`src/rtl/verilated_fixtures_pkg.sv`:
```
// verilated_fixtures_pkg: shared snapshot state, default sizes and bus slicing for the counter bank.
package verilated_fixtures_pkg;
   typedef enum logic {SNAP_IDLE, SNAP_HELD} snap_state_e;
   localparam int DEF_WIDTH       = 8;
   localparam int DEF_CHANNELS    = 4;
   localparam int DEF_CYCLE_WIDTH = 32;
   function automatic int slice_lo(input int ch, input int width);
      return ch * width;
   endfunction
endpackage

```
`src/rtl/fixture_counter_channel.sv`:
```
// fixture_counter_channel: one up/down counter with load and terminal-count pulse.
// VERILATED_COUNTER_SATURATE_EN adds a sat input that clamps at the limits instead of wrapping.
module fixture_counter_channel
   import verilated_fixtures_pkg::*;
#(
   parameter int WIDTH = DEF_WIDTH
) (
   input  logic             clk,
   input  logic             sync_rst,
   input  logic             en,
   input  logic             up,
   input  logic             load,
   input  logic [WIDTH-1:0] load_value,
`ifdef VERILATED_COUNTER_SATURATE_EN
   input  logic             sat,
`endif
   output logic [WIDTH-1:0] count,
   output logic             tc
);
   logic [WIDTH-1:0] count_q, count_d, step;
   logic             tc_q, tc_d, at_lim;
   assign at_lim = up ? &count_q : ~|count_q;
   assign step   = up ? count_q + WIDTH'(1) : count_q - WIDTH'(1);
   assign count  = count_q;
   assign tc     = tc_q;
`ifdef VERILATED_COUNTER_SATURATE_EN
   logic step_lim;
   assign step_lim = up ? &step : ~|step;
`endif
   always_comb begin
      count_d = count_q;
      tc_d    = 1'b0;
      if (load) begin
         count_d = load_value;
      end else if (en) begin
`ifdef VERILATED_COUNTER_SATURATE_EN
         // saturating channels pulse only on the edge that first lands on the limit
         count_d = (sat && at_lim) ? count_q : step;
         tc_d    = sat ? (!at_lim && step_lim) : at_lim;
`else
         count_d = step;
         tc_d    = at_lim;
`endif
      end
   end
   always_ff @(posedge clk) begin
      if (sync_rst) begin
         count_q <= '0;
         tc_q    <= 1'b0;
      end else begin
         count_q <= count_d;
         tc_q    <= tc_d;
      end
   end
endmodule

```
`src/rtl/verilated_counter_bank.sv`:
```
// verilated_counter_bank: CHANNELS counters, free-running cycle counter and atomic snapshot handshake.
// VERILATED_COUNTER_SATURATE_EN adds the per-channel sat input.
module verilated_counter_bank
   import verilated_fixtures_pkg::*;
#(
   parameter int WIDTH       = DEF_WIDTH,
   parameter int CHANNELS    = DEF_CHANNELS,
   parameter int CYCLE_WIDTH = DEF_CYCLE_WIDTH
) (
   input  logic                      clk,
   input  logic                      sync_rst,
   input  logic [CHANNELS-1:0]       en,
   input  logic [CHANNELS-1:0]       up,
   input  logic [CHANNELS-1:0]       load,
   input  logic [CHANNELS*WIDTH-1:0] load_value,
`ifdef VERILATED_COUNTER_SATURATE_EN
   input  logic [CHANNELS-1:0]       sat,
`endif
   output logic [CHANNELS*WIDTH-1:0] count,
   output logic [CHANNELS-1:0]       tc,
   output logic [CYCLE_WIDTH-1:0]    cycles,
   input  logic                      snap_req,
   input  logic                      snap_ack,
   output logic                      snap_valid,
   output logic [CHANNELS*WIDTH-1:0] snap_data
);
   snap_state_e                state_q, state_d;
   logic [CHANNELS*WIDTH-1:0]  snap_data_q, snap_data_d;
   logic [CYCLE_WIDTH-1:0]     cycles_q, cycles_d;
   logic                       capture;
   for (genvar i = 0; i < CHANNELS; i++) begin : g_ch
      fixture_counter_channel #(.WIDTH(WIDTH)) u_ch (
         .clk        (clk),
         .sync_rst   (sync_rst),
         .en         (en[i]),
         .up         (up[i]),
         .load       (load[i]),
         .load_value (load_value[slice_lo(i, WIDTH) +: WIDTH]),
`ifdef VERILATED_COUNTER_SATURATE_EN
         .sat        (sat[i]),
`endif
         .count      (count[slice_lo(i, WIDTH) +: WIDTH]),
         .tc         (tc[i])
      );
   end
   // count holds pre-update register values, so all channels are captured from the same edge
   assign capture    = snap_req && (state_q == SNAP_IDLE || snap_ack);
   assign snap_valid = state_q == SNAP_HELD;
   assign snap_data  = snap_data_q;
   assign cycles     = cycles_q;
   always_comb begin
      cycles_d    = cycles_q + CYCLE_WIDTH'(1);
      snap_data_d = capture ? count : snap_data_q;
      state_d     = capture ? SNAP_HELD : (snap_ack ? SNAP_IDLE : state_q);
   end
   always_ff @(posedge clk) begin
      if (sync_rst) begin
         state_q     <= SNAP_IDLE;
         snap_data_q <= '0;
         cycles_q    <= '0;
      end else begin
         state_q     <= state_d;
         snap_data_q <= snap_data_d;
         cycles_q    <= cycles_d;
      end
   end
endmodule

```
`config.mk`:
```
export PLATFORM = sky130hd
export DESIGN_NAME = verilated_counter_bank
export DESIGN_NICKNAME = d
export VERILOG_FILES = /design/src/rtl/verilated_fixtures_pkg.sv /design/src/rtl/fixture_counter_channel.sv /design/src/rtl/verilated_counter_bank.sv
export SDC_FILE = /design/constraint.sdc
export NUM_CORES = 1
export LEC_CHECK = 0
export ABC_CLOCK_PERIOD_IN_PS = 2500
export CORE_UTILIZATION = 49
export DETAILED_ROUTE_END_ITERATION = 10
export GPL_ROUTABILITY_DRIVEN = 1
export PLACE_DENSITY = 0.83
export SYNTH_ARGS = -nofsm -noshare
export SYNTH_HDL_FRONTEND = slang
export SYNTH_SLANG_ARGS = --single-unit
```
`constraint.sdc`:
```
create_clock -name clk -period 2.5 [get_ports clk]
set_clock_uncertainty 0.2 [all_clocks]
set_input_delay 0.25 -clock clk [delete_from_list [all_inputs] [get_ports clk]]
set_output_delay 0.25 -clock clk [all_outputs]
set_load 0.01 [all_outputs]
```
; ---- Word level (Yosys, flattened, before mapping)
; Cells that the tools add are included.
[classes]
n_addsub = 9
mux = 18
bitwise_logic = 5
n_reduce_logical = 23
[ops]
columns = cell, n
row1 = $mux W8, 12
row2 = $add A32 B1 Y32 const B, 1
row3 = $add A8 B1 Y8 const B, 4
row4 = $reduce_and A8 Y1, 4
row5 = $reduce_or A8 Y1, 4
row6 = $sub A8 B1 Y8 const B, 4
row7 = $reduce_or A3 Y1, 4
row8 = $reduce_bool A2 Y1, 5
row9 = $mux W1, 6
row10 = $not A1 Y1, 5
row11 = $logic_not A1 Y1, 4
row12 = $logic_and A1 B1 Y1, 1
row13 = $logic_or A1 B1 Y1, 1
[word_totals]
reg_bits = 101
in_bits = 48
out_inout_bits = 101
elab_cells = 66

; ---- Longest topological paths before layout
; Gate-level depths: netlist (run 1).
[logic_depth]
depth_word = 4
ltp_mapped = 8
mapped_depth_nobuf = 7

; ---- Modules after synthesis
; Synthesis (run 1) repeated with hierarchy kept, for this count alone.
[unflattened]
hier_cells = 676
area_unflattened_um2 = 5587.9
[by_module_without_submodules]
columns = module, n_inst, cells_per_inst, area_each_um2, seq_area_each_um2
row1 = verilated_counter_bank, 1, 311, 2593.7, 1301.2
row2 = fixture_counter_channel at g_ch[0].u_ch ..., 2, 90, 733.2, 180.2
row3 = fixture_counter_channel at g_ch[3].u_ch, 1, 95, 784.5, 180.2
row4 = fixture_counter_channel at g_ch[1].u_ch, 1, 90, 743.2, 180.2

; ---- Worst setup path after synthesis (run 1)
; Ideal clock, no wire load.
[synth_path]
path_kind = flip-flop to flip-flop
startpoint = register g_ch[3].u_ch.count_q[1]
endpoint = register g_ch[3].u_ch.count_q[5]
setup_time_ps = 132
arrival_time_ps = 1700
required_ps = 2168
path_slack_ps = 468
path_stages_with_launch = 7
n_path_buf = 0
synth_period_minus_slack_ps = 2032
path_cell_list = dfxtp_1 ha_1 a211oi_1 o21bai_1 mux2i_1 a2111oi_0 nor3_1
[synth_between]
elab_chain_len = 4
elab_cells_between_ends = 5
cone_classes = add/sub (2) / mux (3)
[synth_lines]
columns = item, line_no
row1 = "start, declared", fixture_counter_channel.sv:20  ; logic [WIDTH-1:0] count_q, count_d, step;
row2 = "start signal, assigned", fixture_counter_channel.sv:51  ; count_q <= count_d;
row3 = $sub A8 B1 Y8 / $add A8 B1 Y8 (equally long branches), fixture_counter_channel.sv:23  ; assign step = up ? count_q + WIDTH'(1) : count_q - WIDTH'(1);
row4 = $mux W8 *, fixture_counter_channel.sv:23
row5 = $mux W8 *, fixture_counter_channel.sv:35  ; end else if (en) begin
row6 = $mux W8 *, fixture_counter_channel.sv:33  ; if (load) begin
; Mark *: on every way between the ends. The rest lies on a longest branch, timed or not. The select of a mux whose other input is x is not followed.
; A chain may end at the register's enable or synchronous reset.

; ---- Final worst setup path (run 1)
[layout_path]
startpoint = input port up[3]
endpoint = register g_ch[3].u_ch.count_q[4]
[layout_between]
elab_chain_len = 3
[layout_lines]
columns = item, line_no
row1 = "start, declared", verilated_counter_bank.sv:13  ; input logic [CHANNELS-1:0] up,
row2 = $mux W8, fixture_counter_channel.sv:23
row3 = $mux W8, fixture_counter_channel.sv:35
row4 = $mux W8, fixture_counter_channel.sv:33
; Every way passes these cells. The select of a mux whose other input is x is not followed.

==> impl_metrics.xml, run 1 <==
<?xml version="1.0" encoding="UTF-8"?>
<metrics>
  <group name="yosys">
    <metric name="synthesis.instances" unit="">668</metric>
    <metric name="netlist.area_leader.share" unit="%">37.0</metric>
    <metric name="syn-num-nets" unit="">745</metric>
    <metric name="synth_area_leader_cell" unit="">dfxtp_1</metric>
    <metric name="synth-edff-count" unit="">0</metric>
    <metric name="avg_cell_area_syn" unit="µm²">8.17</metric>
    <metric name="synthDistinctLibCells" unit="">56</metric>
    <metric name="syn_area" unit="mm²">0.00546</metric>
    <metric name="synth_seq_cells" unit="">101</metric>
    <metric name="seq_total_area_yosys" unit="%">37.0</metric>
    <metric name="netlist_top_cells_area" unit="">dfxtp_1 (37%), a21oi_1 (7.3%), nand2_1 (5.9%)</metric>
    <metric name="synth_flop_cell" unit="">dfxtp_1</metric>
    <metric name="synth-warning-count" unit="">0</metric>
    <metric name="async_flop_share" unit="%">0</metric>
  </group>
  <group name="timing">
    <metric name="final_worst_setup_slack" unit="ns">0.186</metric>
    <metric name="timing.final.max_slew_violations" unit="">0</metric>
    <metric name="setup_viol" unit="">0</metric>
    <metric name="timing.max_slew.rel_slack" unit="%">58.4</metric>
    <metric name="max_slew.worst_pin.slew" unit="ns">0.622</metric>
    <metric name="fmax" unit="GHz">0.432</metric>
    <metric name="fin_tns_setup" unit="ns">0</metric>
    <metric name="final.hold.worst_slack" unit="ns">0.0330</metric>
    <metric name="layout_min_cycle_time" unit="ns">2.31</metric>
    <metric name="rsz0062_at_grt" unit="">no</metric>
    <metric name="endpoints_failing_hold" unit="">0</metric>
    <metric name="post-route-period-util" unit="%">92.6</metric>
  </group>
  <group name="global_routing">
    <metric name="number_of_global_route_vias_before_repair" unit="">5175</metric>
    <metric name="grt_antenna_before_repair" unit="">0</metric>
    <metric name="wire_length_of_the_first_global_routing_pass" unit="mm">24.1</metric>
    <metric name="globalRouteOverflowTotal" unit="">0</metric>
    <metric name="grt_start_max_net_pins" unit="">41</metric>
    <metric name="globalRouteTotalUtil" unit="%">25.9</metric>
  </group>
  <group name="drt">
    <metric name="viasPerCell" unit="">5.65</metric>
    <metric name="route.detailed.wl_per_inst" unit="µm">15.5</metric>
    <metric name="dr_pass1_iterations" unit="">5</metric>
    <metric name="detailroute.via_count" unit="">5472</metric>
    <metric name="post-route-drc-count" unit="">0</metric>
    <metric name="route.antenna.remaining_nets" unit="">0</metric>
    <metric name="detailedRoute.firstIterationViolations" unit="">274</metric>
    <metric name="aggregate_routed_wire_length" unit="mm">15.0</metric>
  </group>
  <group name="floorplanning">
    <metric name="placeableCoreArea" unit="mm²">0.0108</metric>
    <metric name="die_height" unit="µm">108</metric>
    <metric name="die_x" unit="µm">108</metric>
    <metric name="initial_utilization" unit="%">50.4</metric>
    <metric name="ios" unit="">149</metric>
    <metric name="die_area" unit="mm²">0.0116</metric>
    <metric name="floorplan.rows" unit="">38</metric>
  </group>
  <group name="critical_path">
    <metric name="timing.critical_path.from_type" unit="">input pin</metric>
    <metric name="worst_ep_required_time" unit="ns">2.60</metric>
    <metric name="critPathArrivalTime" unit="ns">2.42</metric>
    <metric name="critical_path_class" unit="">input pin to register</metric>
    <metric name="crit_path_cell_trace" unit="">clkdlybuf4s50_1, inv_1, fa_1, a211oi_1, nor2_1, or4_1, a21oi_1</metric>
    <metric name="path_delay_family" unit="">buffers and inverters</metric>
    <metric name="worst-path-max-fanout" unit="">7</metric>
    <metric name="max_stage_delay" unit="ns">0.49</metric>
    <metric name="endpoint_kind" unit="">register</metric>
    <metric name="worst_r2r_setup_slack" unit="ns">0.24</metric>
    <metric name="timing.critical_path.slowest_stage_cell" unit="">fa_1</metric>
    <metric name="crit_buf_inv" unit="">2</metric>
  </group>
  <group name="hold_path">
    <metric name="hold_path.class" unit="">input pin to register</metric>
  </group>
  <group name="layout">
    <metric name="finish.net_count" unit="">902</metric>
    <metric name="post_route_cell_area" unit="mm²">0.00743</metric>
    <metric name="fillerInstances" unit="">910</metric>
    <metric name="drive_above_1_share" unit="%">7.85</metric>
    <metric name="area_delta_synth_final" unit="%">36.1</metric>
    <metric name="final_core_utilization" unit="%">68.5</metric>
    <metric name="n_antenna_cell" unit="">0</metric>
  </group>
  <group name="place">
    <metric name="numPortBuffers" unit="">148</metric>
    <metric name="detailedPlace.worstSlack" unit="ns">-0.272</metric>
    <metric name="dp_hpwl" unit="mm">11.2</metric>
    <metric name="placed_instance_area" unit="mm²">0.00722</metric>
    <metric name="finalWeightedCongestion" unit="">0.942</metric>
  </group>
  <group name="clock_tree">
    <metric name="tritoncts_clock_tree" unit="">done</metric>
    <metric name="clock_tree.buffer_depth" unit="">2</metric>
    <metric name="htreeDepth" unit="">3</metric>
    <metric name="post_cts_buffers" unit="">0</metric>
    <metric name="cts_hold_repair.buffers" unit="">0</metric>
    <metric name="insertion_delay" unit="ns">0.37</metric>
    <metric name="tritoncts.num_buffers" unit="">9</metric>
    <metric name="numClockSinks" unit="">101</metric>
    <metric name="clk_pin_slew_worst_paths" unit="ns">0.09</metric>
    <metric name="ctsRootBufferMaster" unit="">clkbuf_8</metric>
  </group>
  <group name="outcome">
    <metric name="status" unit="">completed</metric>
  </group>
  <group name="run">
    <metric name="timing.max_cap.violations" unit="">0</metric>
  </group>
  <group name="power">
    <metric name="powerDensity" unit="mW/mm²">506</metric>
    <metric name="peak_supply_drop" unit="µV">339</metric>
    <metric name="power.static_leakage" unit="nW">2.83</metric>
  </group>
</metrics>
[registers in the layout, indices dropped and copies added, names as in the netlist]
register / flops
g_ch.u_ch.tc: 4
g_ch.u_ch.count: 32
snap_data: 32
snap_valid: 1
cycles: 32
[path summary, 6_finish.rpt]
kind | startpoint | cells past startpoint | end
min | sync_rst | 2 | g_ch[2].u_ch.count[1]$_SDFFE_PP0P_
min reg2reg | snap_data[29]$_SDFFE_PP0P_ | 2 | snap_data[29]$_SDFFE_PP0P_
max reg2reg | g_ch[3].u_ch.count[1]$_SDFFE_PP0P_ | 6 | g_ch[3].u_ch.count[5]$_SDFFE_PP0P_
max | up[3] | 7 | g_ch[3].u_ch.count[4]$_SDFFE_PP0P_
[cell families (layout without fill, tap and decap cells)]
logic type | count (synthesis) | in the layout | synth area share (%)
adders and majority gates | 29 | 29 | 7.20
xor gates and xnor gates | 48 | 48 | 7.70
and+or+nand+nor | 266 | 266 | 24.5
DFF | 101 | 101 | 37.0
muxes | 7 | 7 | 1.28
AOI/OAI and AO/OA | 160 | 160 | 18.0
buffers and inverters | 57 | 217 | 4.22
[cells in the mapped netlist, types with 3 or more instances]
cell / number
buf_4: 4
inv_1: 22
nor3_2: 4
mux2i_1: 7
o21bai_1: 6
nor2_1: 78
fa_1: 4
ha_1: 25
nand3b_1: 4
o21ai_0: 15
nand2b_1: 4
o211ai_1: 6
and3_1: 4
o2111ai_1: 3
nor2b_1: 5
buf_1: 4
or3_1: 3
nand4_1: 13
o41ai_1: 3
nor3b_1: 7
clkbuf_1: 26
a221oi_1: 3
and4_1: 3
a31oi_1: 7
nand2_1: 86
a211oi_1: 12
xor2_1: 20
dfxtp_1: 101
nor3_1: 14
nand4_2: 3
nor4_1: 9
a211o_1: 5
xnor2_1: 28
nand3_1: 16
a21oi_1: 80
a21o_1: 10
[worst register-to-register path, cell delays in order (launching register included)]
cell       delay [ns]
dfxtp_1          0.50
ha_1             0.32
a211oi_1         0.31
o21bai_1         0.17
mux2i_1          0.16
a2111oi_2        0.38
nor3_1           0.10
[cells in the final DEF (no fill, tap or decap), types with 3 or more instances in the layout]
master and count:
a211o_1 5, a211oi_1 12, a21o_1 10, a21oi_1 80
a221oi_1 3, a31oi_1 7, and3_1 4, and4_1 3
buf_4 32, clkbuf_8 11, clkdlybuf4s50_1 147, dfxtp_1 101
fa_1 4, ha_1 25, inv_1 22, mux2i_1 7
nand2_1 86, nand2b_1 4, nand3_1 16, nand3b_1 4
nand4_1 13, nand4_2 3, nor2_1 78, nor2b_1 5
nor3_1 14, nor3_2 4, nor3b_1 7, nor4_1 9
o2111ai_1 3, o211ai_1 6, o21ai_0 15, o21bai_1 6
o41ai_1 3, or3_1 3, xnor2_1 28, xor2_1 20
[routing by layer]
metal	share of wire (%)	wire (µm)	GRT usage [%]	vias up
met1	42	6290	31.1	2585
li1	-	-	-	2668
met5	0	0	0	-
met3	4.8	722	3.03	41
met4	3.4	517	13.1	0
met2	50	7510	45.4	178
[timing repair]
action | in CTS | in global routing
hold endpoints to repair | 0 | 0
endpoints found under the setup margin | 0 | 1
gates resized for setup | 0 | 2
[power breakdown]
part	leakage [nW]	internal [W]	switching, W
clock	0.0975	0.000509	0.000553
sequential	0.825	0.00168	0.000106
combinational	1.91	0.000470	0.000442
total	2.83	0.00266	0.00110
[metrics by stage]
stage	instances	total power (W)
6_report	968	0.00376
5_1_grt	968	0.00394
4_1_cts	968	0.00377
3_5_place_dp	954	0.00272
3_3_place_gp	954	0.00268
2_1_floorplan	668	0.00231
[cell type report]
cell class / count / area [µm²] / share of cell area (%)
Clock buffer: 11 / 151 / 2.04
Clock inverter: 3 / 46.3 / 0.623
Inverter: 22 / 82.6 / 1.11
Multi-Input combinational cell: 510 / 3210 / 43.3
Sequential cell: 101 / 2020 / 27.2
Tap cell: 140 / 175 / 2.36
Timing Repair Buffer: 181 / 1740 / 23.4
(Power assumes the default switching activity.)
==> run 2, diff against run 1 <==
--- a/config.mk
+++ b/config.mk
@@ -6,10 +6,11 @@
 export NUM_CORES = 1
 export LEC_CHECK = 0
 export ABC_CLOCK_PERIOD_IN_PS = 2500
-export CORE_UTILIZATION = 49
+export CORE_UTILIZATION = 50
+export CTS_BUF_LIST = sky130_fd_sc_hd__clkbuf_8
 export DETAILED_ROUTE_END_ITERATION = 10
 export GPL_ROUTABILITY_DRIVEN = 1
-export PLACE_DENSITY = 0.83
+export PLACE_DENSITY = 0.85
 export SYNTH_ARGS = -nofsm -noshare
 export SYNTH_HDL_FRONTEND = slang
 export SYNTH_SLANG_ARGS = --single-unit
==> run 2 against run 1 <==
Clock-buffer cell count unchanged. Cell count fell by 0.31%. Die area down 2.0%. Largest power group unchanged. Critical endpoint is now g_ch[3].u_ch.count[5]$_SDFFE_PP0P_. Sequential cell count unchanged. Total power fell by 2.5%. Core utilization increased by 2.2 points. Highest routed layer unchanged. Design area shrank 0.37%. Routed wire length up 0.12%.
==> impl_metrics.xml, run 2 (synthesis results as in run 1) <==
<?xml version="1.0" encoding="UTF-8"?>
<metrics>
  <group name="outcome">
    <metric name="status" unit="">completed</metric>
  </group>
  <group name="drt">
    <metric name="detailedRoute.firstIterationViolations" unit="">222</metric>
    <metric name="detailroute.via_count" unit="">5495</metric>
    <metric name="post-route-drc-count" unit="">0</metric>
    <metric name="viasPerCell" unit="">5.69</metric>
    <metric name="route.detailed.wl_per_inst" unit="µm">15.6</metric>
    <metric name="route.antenna.remaining_nets" unit="">0</metric>
    <metric name="dr_pass1_iterations" unit="">4</metric>
    <metric name="aggregate_routed_wire_length" unit="mm">15.1</metric>
  </group>
  <group name="layout">
    <metric name="n_antenna_cell" unit="">0</metric>
    <metric name="finish.net_count" unit="">901</metric>
    <metric name="area_delta_synth_final" unit="%">35.5</metric>
    <metric name="leading_cell_types_in_the_layout_fill_and_taps_excluded" unit="">clkdlybuf4s50_1 (147), dfxtp_1 (101), nand2_1 (86)</metric>
    <metric name="final_common_cell" unit="">clkdlybuf4s50_1</metric>
    <metric name="drive_above_1_share" unit="%">7.72</metric>
  </group>
  <group name="timing">
    <metric name="rsz0062_at_grt" unit="">no</metric>
    <metric name="fin_tns_setup" unit="ns">0</metric>
    <metric name="max_slew.worst_pin.slew" unit="ns">0.612</metric>
    <metric name="fmax" unit="GHz">0.417</metric>
    <metric name="endpoints_failing_hold" unit="">0</metric>
    <metric name="final.hold.worst_slack" unit="ns">0.108</metric>
    <metric name="timing.final.max_slew_violations" unit="">0</metric>
    <metric name="post-route-period-util" unit="%">95.9</metric>
    <metric name="timing.max_slew.rel_slack" unit="%">59.1</metric>
    <metric name="setup_viol" unit="">0</metric>
    <metric name="layout_min_cycle_time" unit="ns">2.40</metric>
  </group>
  <group name="global_routing">
    <metric name="grt_start_max_net_pins" unit="">44</metric>
    <metric name="globalRouteOverflowTotal" unit="">0</metric>
    <metric name="globalRouteTotalUtil" unit="%">26.6</metric>
    <metric name="number_of_global_route_vias_before_repair" unit="">5228</metric>
    <metric name="grt_antenna_before_repair" unit="">0</metric>
    <metric name="wire_length_of_the_first_global_routing_pass" unit="mm">24.4</metric>
  </group>
  <group name="clock_tree">
    <metric name="htreeDepth" unit="">3</metric>
    <metric name="cts_hold_repair.buffers" unit="">0</metric>
    <metric name="insertion_delay" unit="ns">0.38</metric>
    <metric name="tritoncts.num_buffers" unit="">9</metric>
    <metric name="clk_pin_slew_worst_paths" unit="ns">0.09</metric>
    <metric name="numClockSinks" unit="">101</metric>
    <metric name="clock_tree.buffer_depth" unit="">2</metric>
    <metric name="ctsRootBufferMaster" unit="">clkbuf_8</metric>
    <metric name="tritoncts_clock_tree" unit="">done</metric>
  </group>
  <group name="place">
    <metric name="numPortBuffers" unit="">148</metric>
    <metric name="dp_hpwl" unit="mm">11.1</metric>
    <metric name="finalWeightedCongestion" unit="">0.901</metric>
  </group>
  <group name="run">
    <metric name="timing.max_cap.violations" unit="">0</metric>
  </group>
  <group name="critical_path">
    <metric name="crit_cells" unit="">8</metric>
    <metric name="crit_path_cell_trace" unit="">clkdlybuf4s50_1, inv_1, ha_1, a211oi_1, o21bai_1, mux2i_1, a2111oi_0, nor3_1</metric>
    <metric name="worst-path-max-fanout" unit="">7</metric>
    <metric name="timing.critical_path.from_type" unit="">input pin</metric>
    <metric name="crit_buf_inv" unit="">2</metric>
    <metric name="endpoint_kind" unit="">register</metric>
    <metric name="timing.critical_path.slowest_stage_cell" unit="">clkdlybuf4s50_1</metric>
    <metric name="worst_setup_path_startpoint" unit="">up[3]</metric>
    <metric name="critPathArrivalTime" unit="ns">2.46</metric>
    <metric name="max_stage_delay" unit="ns">0.48</metric>
    <metric name="worst_ep_required_time" unit="ns">2.56</metric>
    <metric name="critical_path_class" unit="">input pin to register</metric>
    <metric name="path_delay_family" unit="">compound AO/OA/AOI/OAI gates</metric>
    <metric name="crit_path_end" unit="">g_ch[3].u_ch.count[5]$_SDFFE_PP0P_</metric>
    <metric name="crit-reg2reg-capture" unit="">g_ch[3].u_ch.count[5]$_SDFFE_PP0P_</metric>
    <metric name="worst_r2r_setup_slack" unit="ns">0.29</metric>
    <metric name="ff2ff_path_depth" unit="">6</metric>
    <metric name="worstReg2RegStart" unit="">g_ch[3].u_ch.count[1]$_SDFFE_PP0P_</metric>
  </group>
  <group name="floorplanning">
    <metric name="ios" unit="">149</metric>
    <metric name="die_x" unit="µm">106</metric>
    <metric name="placeableCoreArea" unit="mm²">0.0105</metric>
    <metric name="initial_utilization" unit="%">52.2</metric>
    <metric name="die_area" unit="mm²">0.0113</metric>
    <metric name="die_height" unit="µm">106</metric>
    <metric name="floorplan.rows" unit="">37</metric>
  </group>
  <group name="hold_path">
    <metric name="timing.hold.worst_path_depth" unit="">2</metric>
    <metric name="hold_path.class" unit="">input pin to register</metric>
  </group>
  <group name="power">
    <metric name="powerDensity" unit="mW/mm²">495</metric>
    <metric name="peak_supply_drop" unit="µV">331</metric>
    <metric name="post-layout-total-power" unit="W">0.00367</metric>
    <metric name="power.static_leakage" unit="nW">2.83</metric>
  </group>
</metrics>
-- run 2: routing by layer --
metal	vias to the layer above	part of all wire [%]	track usage [%]
li1	2670	-	-
met1	2605	42	32.9
met2	186	50	46.2
met3	34	6.0	4.66
met4	0	2.5	9.69
met5	-	0	0
-- run 2: worst register-to-register path, stage by stage, from the launching register on --
cell and delay (ns):
dfxtp_1 0.40, ha_1 0.27, a211oi_1 0.37, o21bai_1 0.20, mux2i_1 0.16, a2111oi_0 0.40
nor3_1 0.09
-- run 2: worst min-delay path by stage --
stage | endpoint | slack (ns) | start
after global routing | cycles[13]$_SDFF_PP0_ | 0.11 | sync_rst
final | cycles[16]$_SDFF_PP0_ | 0.11 | sync_rst
after CTS | cycles[13]$_SDFF_PP0_ | 0.10 | sync_rst
after global placement | snap_data[24]$_SDFFE_PP0P_ | 0.24 | snap_data[24]$_SDFFE_PP0P_
after detailed placement | snap_data[18]$_SDFFE_PP0P_ | 0.25 | snap_data[18]$_SDFFE_PP0P_
after floorplan | g_ch[0].u_ch.count[7]$_SDFFE_PP0P_ | 0.15 | load[0]
-- run 2: stage by stage --
| stage | util [%] | instance area, µm² | worst slack [ns] | instances |
|---|---|---|---|---|
| 2_1_floorplan | - | 5460 | 0.468 | 668 |
| 6_report | 70.7 | 7400 | 0.102 | 965 |
| 5_1_grt | 70.7 | 7400 | 0.0177 | 965 |
| 3_5_place_dp | 68.9 | 7210 | -0.246 | 949 |
| 4_1_cts | 70.7 | 7390 | 0.138 | 965 |
| 3_3_place_gp | 68.9 | 7210 | -0.110 | 949 |
-- run 2: timing repair --
action,in CTS,in global routing
resized for setup,0,1
setup buffers,0,0
endpoints found under the setup margin,0,1
endpoints found under the hold margin,0,0
-- run 2: report_power, final --
part	internal (W)	switching [W]	total, W
clock	0.000408	0.000560	0.000968
sequential	0.00168	0.000104	0.00179
combinational	0.000469	0.000444	0.000913
total	0.00256	0.00111	0.00367
-- run 2: final cells by class --
class                      count  area, µm²
timing repair buffer         180       1730
multi-input combinational    510       3210
clock buffer                  11        151
sequential                   101       2020
tap                          136        170
clock inverter                 5       27.5
inverter                      22       82.6
fill                         846       3060
